### config.mk
export PLATFORM = sky130hd
export DESIGN_NAME = trace_channel_arbiter
export DESIGN_NICKNAME = d
export VERILOG_FILES = /design/src/rtl/trace_channel_arbiter.sv
export SDC_FILE = /design/constraint.sdc
export NUM_CORES = 1
export LEC_CHECK = 0
export CAP_MARGIN = 20
export CELL_PAD_IN_SITES_DETAIL_PLACEMENT = 1
export CELL_PAD_IN_SITES_GLOBAL_PLACEMENT = 2
export CORE_UTILIZATION = 18
export CTS_CLUSTER_DIAMETER = 60
export DETAILED_ROUTE_END_ITERATION = 6
export GPL_TIMING_DRIVEN = 0
export PLACE_DENSITY_LB_ADDON = 0.12
export REMOVE_ABC_BUFFERS = 1
export SYNTH_ARGS = -nofsm -noshare
export SYNTH_HDL_FRONTEND = slang
export SYNTH_SLANG_ARGS = --single-unit
export TNS_END_PERCENT = 10
### constraint.sdc
create_clock -name i_clk -period 2.15 [get_ports i_clk]
set_input_delay 0.43 -clock i_clk [delete_from_list [all_inputs] [get_ports i_clk]]
set_output_delay 0.43 -clock i_clk [all_outputs]
set_load 0.05 [all_outputs]
### src/rtl/trace_channel_arbiter.sv
// -----------------------------------------------------------------------------
// trace_channel_arbiter
//
// Packet-level round-robin arbiter that merges N trace requesters onto one
// shared valid/ready channel. Once a requester is granted, the channel stays
// locked to it until its last beat has been accepted, so packets never
// interleave on the output.
//
// State table
//   state  | meaning
//   -------+-----------------------------------------------------------------
//   IDLE   | no packet in flight; scan requesters from ptr, load gnt
//   LOCKED | channel owned by requester gnt until its last beat is accepted
//
// Parameters
//   N      number of requesters (1..16)
//   WIDTH  payload bits per beat
//
// Ports
//   i_clk     clock, rising edge
//   i_rst     synchronous active-high reset
//   i_valid   [N]         per-requester beat valid
//   o_ready   [N]         per-requester beat accept
//   i_data    [N*WIDTH]   requester k data at [k*WIDTH +: WIDTH]
//   i_last    [N]         per-requester end-of-packet flag
//   o_valid               shared channel beat valid
//   i_ready               shared channel sink ready
//   o_data    [WIDTH]     shared channel data
//   o_last                shared channel end-of-packet flag
//   o_source  [IDX_WIDTH] requester index of the current output beat
//   o_busy                high while LOCKED
// -----------------------------------------------------------------------------
module trace_channel_arbiter #(
    parameter int N         = 4,
    parameter int WIDTH     = 32,
    localparam int IDX_WIDTH = (N == 1) ? 1 : $clog2(N)
) (
    input  logic                   i_clk,
    input  logic                   i_rst,
    input  logic [N-1:0]           i_valid,
    output logic [N-1:0]           o_ready,
    input  logic [N*WIDTH-1:0]     i_data,
    input  logic [N-1:0]           i_last,
    output logic                   o_valid,
    input  logic                   i_ready,
    output logic [WIDTH-1:0]       o_data,
    output logic                   o_last,
    output logic [IDX_WIDTH-1:0]   o_source,
    output logic                   o_busy
);

    typedef enum logic {
        ST_IDLE   = 1'b0,
        ST_LOCKED = 1'b1
    } state_t;

    localparam logic [IDX_WIDTH-1:0] LAST_IDX = IDX_WIDTH'(N - 1);
    // One extra bit so ptr + offset can exceed N-1 before wrapping.
    localparam logic [IDX_WIDTH:0]   N_EXT    = (IDX_WIDTH + 1)'(N);

    state_t               state_q, state_d;
    logic [IDX_WIDTH-1:0] ptr_q, ptr_d;
    logic [IDX_WIDTH-1:0] gnt_q, gnt_d;

    logic                 req_found;
    logic [IDX_WIDTH-1:0] req_idx;
    logic [IDX_WIDTH:0]   cand;
    logic [IDX_WIDTH-1:0] cand_idx;

    logic                 gnt_valid;
    logic                 gnt_last;
    logic [WIDTH-1:0]     gnt_data;

    logic                 accept;

    // Round-robin scan: first requester with valid set, starting at ptr.
    always_comb begin
        req_found = 1'b0;
        req_idx   = '0;
        cand      = '0;
        cand_idx  = '0;
        for (int i = 0; i < N; i++) begin
            cand = {1'b0, ptr_q} + (IDX_WIDTH + 1)'(i);
            if (cand >= N_EXT) begin
                cand = cand - N_EXT;
            end
            cand_idx = cand[IDX_WIDTH-1:0];
            if (!req_found && i_valid[cand_idx]) begin
                req_found = 1'b1;
                req_idx   = cand_idx;
            end
        end
    end

    // Mux the granted requester's beat onto internal signals.
    always_comb begin
        gnt_valid = 1'b0;
        gnt_last  = 1'b0;
        gnt_data  = '0;
        for (int k = 0; k < N; k++) begin
            if (gnt_q == IDX_WIDTH'(k)) begin
                gnt_valid = i_valid[k];
                gnt_last  = i_last[k];
                gnt_data  = i_data[k*WIDTH +: WIDTH];
            end
        end
    end

    // State register
    always_ff @(posedge i_clk) begin
        if (i_rst) begin
            state_q <= ST_IDLE;
            ptr_q   <= '0;
            gnt_q   <= '0;
        end else begin
            state_q <= state_d;
            ptr_q   <= ptr_d;
            gnt_q   <= gnt_d;
        end
    end

    // Next-state logic
    always_comb begin
        state_d = state_q;
        ptr_d   = ptr_q;
        gnt_d   = gnt_q;
        case (state_q)
            ST_IDLE: begin
                if (req_found) begin
                    gnt_d   = req_idx;
                    state_d = ST_LOCKED;
                end
            end
            ST_LOCKED: begin
                // A requester dropping valid mid-packet keeps the lock; only
                // the accepted last beat releases the channel.
                if (accept && gnt_last) begin
                    state_d = ST_IDLE;
                    ptr_d   = (gnt_q == LAST_IDX) ? '0 : gnt_q + 1'b1;
                end
            end
            default: begin
                state_d = ST_IDLE;
            end
        endcase
    end

    // Output logic
    always_comb begin
        o_ready = '0;
        o_busy  = 1'b0;
        accept  = 1'b0;
        if (state_q == ST_LOCKED) begin
            o_busy = 1'b1;
            // The output register can take a new beat when it is empty or
            // being drained this cycle.
            o_ready[gnt_q] = !o_valid || i_ready;
            accept         = gnt_valid && (!o_valid || i_ready);
        end
    end

    // Output beat register
    always_ff @(posedge i_clk) begin
        if (i_rst) begin
            o_valid  <= 1'b0;
            o_data   <= '0;
            o_last   <= 1'b0;
            o_source <= '0;
        end else if (accept) begin
            o_valid  <= 1'b1;
            o_data   <= gnt_data;
            o_last   <= gnt_last;
            o_source <= gnt_q;
        end else if (o_valid && i_ready) begin
            o_valid  <= 1'b0;
        end
    end

endmodule

==> results.yml <==
die:
  fp.dieH_microns: 130.7
  ios: 180
  die_x_microns: 130.7
  coreArea_sq_um: 16000
  num_rows: 46
  die_area_sq_um: 17080
  initial_core_util: 0.1863
setup_path:
  cp.required_ps: 1720
  crit_arrival_ps: 1640
  critPathKind: "in2out"
  rr_startpoint: "gnt_q[1]$_SDFFE_PP0P_"
  rr_endpoint: "o_data[3]$_SDFFE_PP0P_"
  start_kind: "input pin"
  endpoint_kind: "primary output"
  r2r_slack_ps: 90
  r2r_cells: 8
  crit_path_max_fanout: 14
global_route:
  gr-usage-met1: 0.2189
  top_usage_layer: "met2"
  grtUsageMet2: 0.3190
  grt_pass1_vias: 3953
  antenna_found_initial: 0
  track_usage: 0.1804
  grt.overflow.total: 0
  use_met3: 0.05293
  grt_start_max_net_pins: 51
  grt_pass1_wl_mm: 22.98
worst_hold_path:
  hold-path-cell-count: 2
  hold_end: "o_last$_SDFFE_PP0P_"
  worstHoldStart: "o_last$_SDFFE_PP0P_"
  hold_path_class: "reg2reg"
placement:
  dpl-instance-area_sq_um: 4975
  dp.cells: 798
  io_buffer_count: 179
  post-place-ws_ps: -788.2
  routabilityCongestion: 0.7393
  dp_hpwl_mm: 9.293
clock_tree:
  htreeDepth: 2
  clock-root-buffer: "clkbuf_16"
  clock_path_buffers: 2
  cts_sinks: 41
  clock_insertion_delay_worst_skew_ps: 290
  numCtsBuffers: 5
  cts_tree: "built"
  clk_pin_slew_ps: 60
detailed_routing:
  drc_errors: 0
  drt_iter0_drc: 148
  wl_per_cell_microns: 19.13
  dr.pass1.iters: 4
  ant_nets: 0
  via_per_inst: 4.681
  num_vias: 3885
  wirelength_mm: 15.88
timing:
  relSlewSlack: 0.5909
  drv_slew: 0
  period_needed_ps: 2066
  fin_worst_skew_ps: 8.042
  timing.final.ws_setup_ps: 84.27
  worst_pin_slew_ps: 612.8
  setup_viol: 0
  hold_violations: 0
  rsz0062_at_grt: "no"
  timing.final.crit_share: 0.9608
  fmax_mhz: 484.1
power:
  power.density_nw_per_um2: 676.5
  ir_worst_vdd_mv: 0.3102
  power_leakage_nw: 1.977
  power_mw: 3.699
finish:
  fillers: 1961
  final_cell_mix: "clkdlybuf4s50_1 (173), nand2_1 (99), o21ai_0 (65), a21oi_1 (41), dfxtp_1 (39)"
  num_antenna_cells: 0
  layout.nets: 757
  fin_cells: 830
  final_common_cell: "clkdlybuf4s50_1"
  drive_gt1_frac: 0.09446
  fin_area_sq_um: 5468
  syn_to_final_growth_pct: 83.46
flow_run:
  drv_cap: 0
run_status:
  outcome: "finished, final reports clean"
yosys:
  syn-cell-area_sq_um: 2980
  syn_area_per_cell_sq_um: 6.682
  yosysSeqAreaShare: 0.2754
  synth_flop_cell: "dfxtp_1"
  yosys_warnings: 0
  ys_types: 39
  synth_top_cell_area_share: 0.2754
  synth_edf_count: 0
  synth_seq_cells: 41
  synth.area.top_cells: "dfxtp_1 (28%), nand2_1 (13%), o21ai_0 (11%)"
  synthCells: 446
  yosys.area.top_type: "dfxtp_1"
  postSynth.asyncResetShare: 0
## cells in the mapped netlist, types with 2 or more instances
library cell,instances
nand2_1,100
o21ai_0,65
a21oi_1,42
dfxtp_1,41
inv_1,37
a211oi_1,32
a311oi_1,32
clkbuf_1,28
buf_2,16
nand2b_1,6
and3_1,5
o211ai_1,5
ha_1,4
buf_1,3
nor2_1,3
mux2i_1,2
nand3_1,2
nand3b_1,2
## worst max path at each step
stage	startpoint	endpoint	slack, ps
after floorplan	gnt_q[0]$_SDFFE_PP0P_	o_data[0]$_SDFFE_PP0P_	-990
after global placement	gnt_q[0]$_SDFFE_PP0P_	o_data[24]$_SDFFE_PP0P_	-2760
after detailed placement	gnt_q[0]$_SDFFE_PP0P_	o_data[23]$_SDFFE_PP0P_	-790
after CTS	gnt_q[0]$_SDFFE_PP0P_	o_ready[0]	10
after global routing	gnt_q[1]$_SDFFE_PP0P_	o_data[13]$_SDFFE_PP0P_	6
final	i_ready	o_ready[1]	80
## registers in the layout, summed over array words and instances (netlist names)
register and flops:
o_valid 1, state_q 1, o_data 32, gnt_q 2, o_last 1, ptr_q 2, o_source 2
## worst max-delay path, stage by stage
cell and delay [ps]:
clkdlybuf4s50_1 450, nand2b_2 290, and3_1 200, buf_2 260
## through the flow
stage | utilization | hold slack, ps | setup TNS, ps
floorplan | - | 475.3 | -35780
finish | 0.3417 | 499.6 | 0
global placement | 0.3022 | 483.0 | -106170
CTS | 0.3341 | 505.7 | 0
detailed placement | 0.3109 | 499.0 | -28560
global route | 0.3417 | 529.3 | 0
## cell type report
type	instances	area [sq um]	share of cell area
Inverter	37	138.9	0.02540
Multi-Input combinational cell	322	1923	0.3517
Sequential cell	41	828.3	0.1515
Tap cell	216	270.3	0.04943
Timing Repair Buffer	207	2165	0.3959
Clock buffer	7	142.6	0.02609
## cells by family (layout without fill, tap and decap cells)
family / after synthesis / in the layout / synth area share
compound gates: 186 / 186 / 0.3997
fa+ha+maj: 4 / 4 / 0.01679
buf+inv: 85 / 251 / 0.1163
flops: 41 / 41 / 0.2754
mux: 2 / 2 / 0.006717
simple gates: 128 / 130 / 0.1851
## report_power, final
| part | leakage [nW] | internal [mW] | total, mW | switching (mW) |
|---|---|---|---|---|
| sequential | 0.338 | 0.881 | 0.971 | 0.0898 |
| combinational | 1.57 | 0.842 | 1.96 | 1.12 |
| clock | 0.0700 | 0.457 | 0.764 | 0.308 |
## routing by layer
metal / part of all wire / up-vias
met5: 0 / -
li1: - / 1924
met2: 0.49 / 112
met4: 0.0079 / 0
met1: 0.43 / 1841
met3: 0.073 / 8
## repair_timing
| item | in CTS | in global routing |
|---|---|---|
| cloned | 1 | 2 |
| buffers inserted | 13 | 9 |
| resized for setup | 37 | 2 |
| setup endpoints to repair | 44 | 39 |
| hold buffers | 0 | 0 |
| pin swaps | 6 | 1 |
No activity file was read; power rests on OpenSTA's default activity.
==> variant (config.mk and constraints unchanged) <==
The parameter `N` goes from 4 to 8.
--- a/src/rtl/trace_channel_arbiter.sv
+++ b/src/rtl/trace_channel_arbiter.sv
@@ -31,7 +31,7 @@
 //   o_busy                high while LOCKED
 // -----------------------------------------------------------------------------
 module trace_channel_arbiter #(
-    parameter int N         = 4,
+    parameter int N         = 8,
     parameter int WIDTH     = 32,
     localparam int IDX_WIDTH = (N == 1) ? 1 : $clog2(N)
 ) (
Ports: changed (5 resized); port bits go from 180 to 321. The function was not compared with the original's and may differ.
==> variant against the unedited design <==
- the run now ends with negative setup slack left
- setup slack worse by 0.60 ns
- power up 99%
- critical path depth up 5
- final area up 79%
- sequential cell count up 3
- first-iteration DRC count up 96%
- non-clock buffer count up 190
- clock skew up 0.0019 ns
- synthesized area up 66%
- wire length up 100%
==> variant: results <==
group,metric,value,unit
placed_design,pre_cts_ws,-2.24,ns
floorplanning,core,0.0270,mm^2
drt,drt_iter0_drc,290,
layout,buffer_area_share,42.5,%
logic_synthesis,yosysSeqAreaShare,17.8,%
drt,route.vias.total,6765,
layout,clock_buffers,6,
power_and_ir_drop,powerDensity,751,mW/mm^2
logic_synthesis,synthTopCellsByArea,"dfxtp_1 18%, o21ai_0 13%, a311oi_2 8.5%",
layout,nets,1265,
worst_setup_path,crit_path_end,"gnt_q[0]",
global_routing,antenna_found_initial,0,
sta,setup_slack,-0.511,ns
sta,setup_violations,43,
min_path,hp-start,"o_last",
logic_synthesis,yosys.area_share.xor_xnor,0.532,%
drt,via_per_inst,5.11,
layout,signal_buffers,397,
sta,fin_setup_tns,-14.85,ns
placed_design,portBuffers,320,
status,status,"finished with violations",
placed_design,place_hpwl,22.1,mm
worst_setup_path,cp_slowest_cell,"mux4_2",
layout,multi_input_area_share,41.6,%
worst_setup_path,crit_start,"ptr_q[1]",
worst_setup_path,path_delay_family,"compound AO/OA/AOI/OAI gates",
drt,wire_per_inst,24.3,um
placed_design,postPlaceCellArea,0.00856,mm^2
sta,max_slew_margin,49.2,%
worst_setup_path,r2r_cells,9,
logic_synthesis,ys_types,54,
layout,seq_share,9.20,%
layout,num-nonclk-inverters,14,
job,maxCapViolations,0,
drt,drt_first_pass_iters,4,
placed_design,place_inst,1249,
worst_setup_path,arrival,2.85,ns
global_routing,grt_pass1_wl,46.5,mm
worst_setup_path,slowest_delay,0.54,ns
layout,clockNetworkAreaShare,1.67,%
cts,clock-sinks,44,
sta,fin_hold_ws,0.472,ns
placed_design,gp_congestion,0.808,
cts,post_cts_buffers,57,
layout,layout-drive-gt1-share,21.4,%
power_and_ir_drop,p_leak,3.50,nW
power_and_ir_drop,peakVddDrop,0.324,mV
layout,antennaDiodeCount,1,
global_routing,first_global_vias,7143,
sta,worst_clock_skew,0.00994,ns
layout,fillCellCount,3098,
cts,post_cts_resized,133,
logic_synthesis,synth_adder_area_share,2.03,%
status,violations,"negative setup slack",
worst_setup_path,r2r-end,"gnt_q[0]",
cts,clk_latency,0.31,ns
worst_setup_path,path_max_fanout,8,
==> variant: cell count changes after synthesis, moves of 9 or more <==
cell,change
nand2_1,-76
o21ai_0,+68
nor2_1,+50
a21oi_1,+38
a21o_1,+33
a221o_1,+32
a211oi_1,-31
a311oi_2,+28
clkbuf_1,+28
a311oi_1,-27
o211ai_1,+27
inv_1,-23
mux2i_1,+9
mux4_2,+9
==> variant: kinds of logic after synthesis <==
logic type,Yosys count
AND/OR/NAND/NOR,108
AO/OA/AOI/OAI,371
XOR/XNOR,3
multiplexers,27
adder cells (fa/ha/maj),8
flip-flops,44
buffers and inverters,88
==> variant: per-layer routing <==
layer	share of wire, %	vias up	global-route usage [%]
met2	50	250	39.5
met5	0	-	0
met4	0.56	0	2.99
met1	43	3305	27.6
met3	6.3	11	4.85
li1	-	3199	-
==> variant: power breakdown <==
part	switching (mW)	internal, mW
logic	2.74	2.56
registers	0.151	0.994
clock network	0.375	0.549
total	3.26	4.10
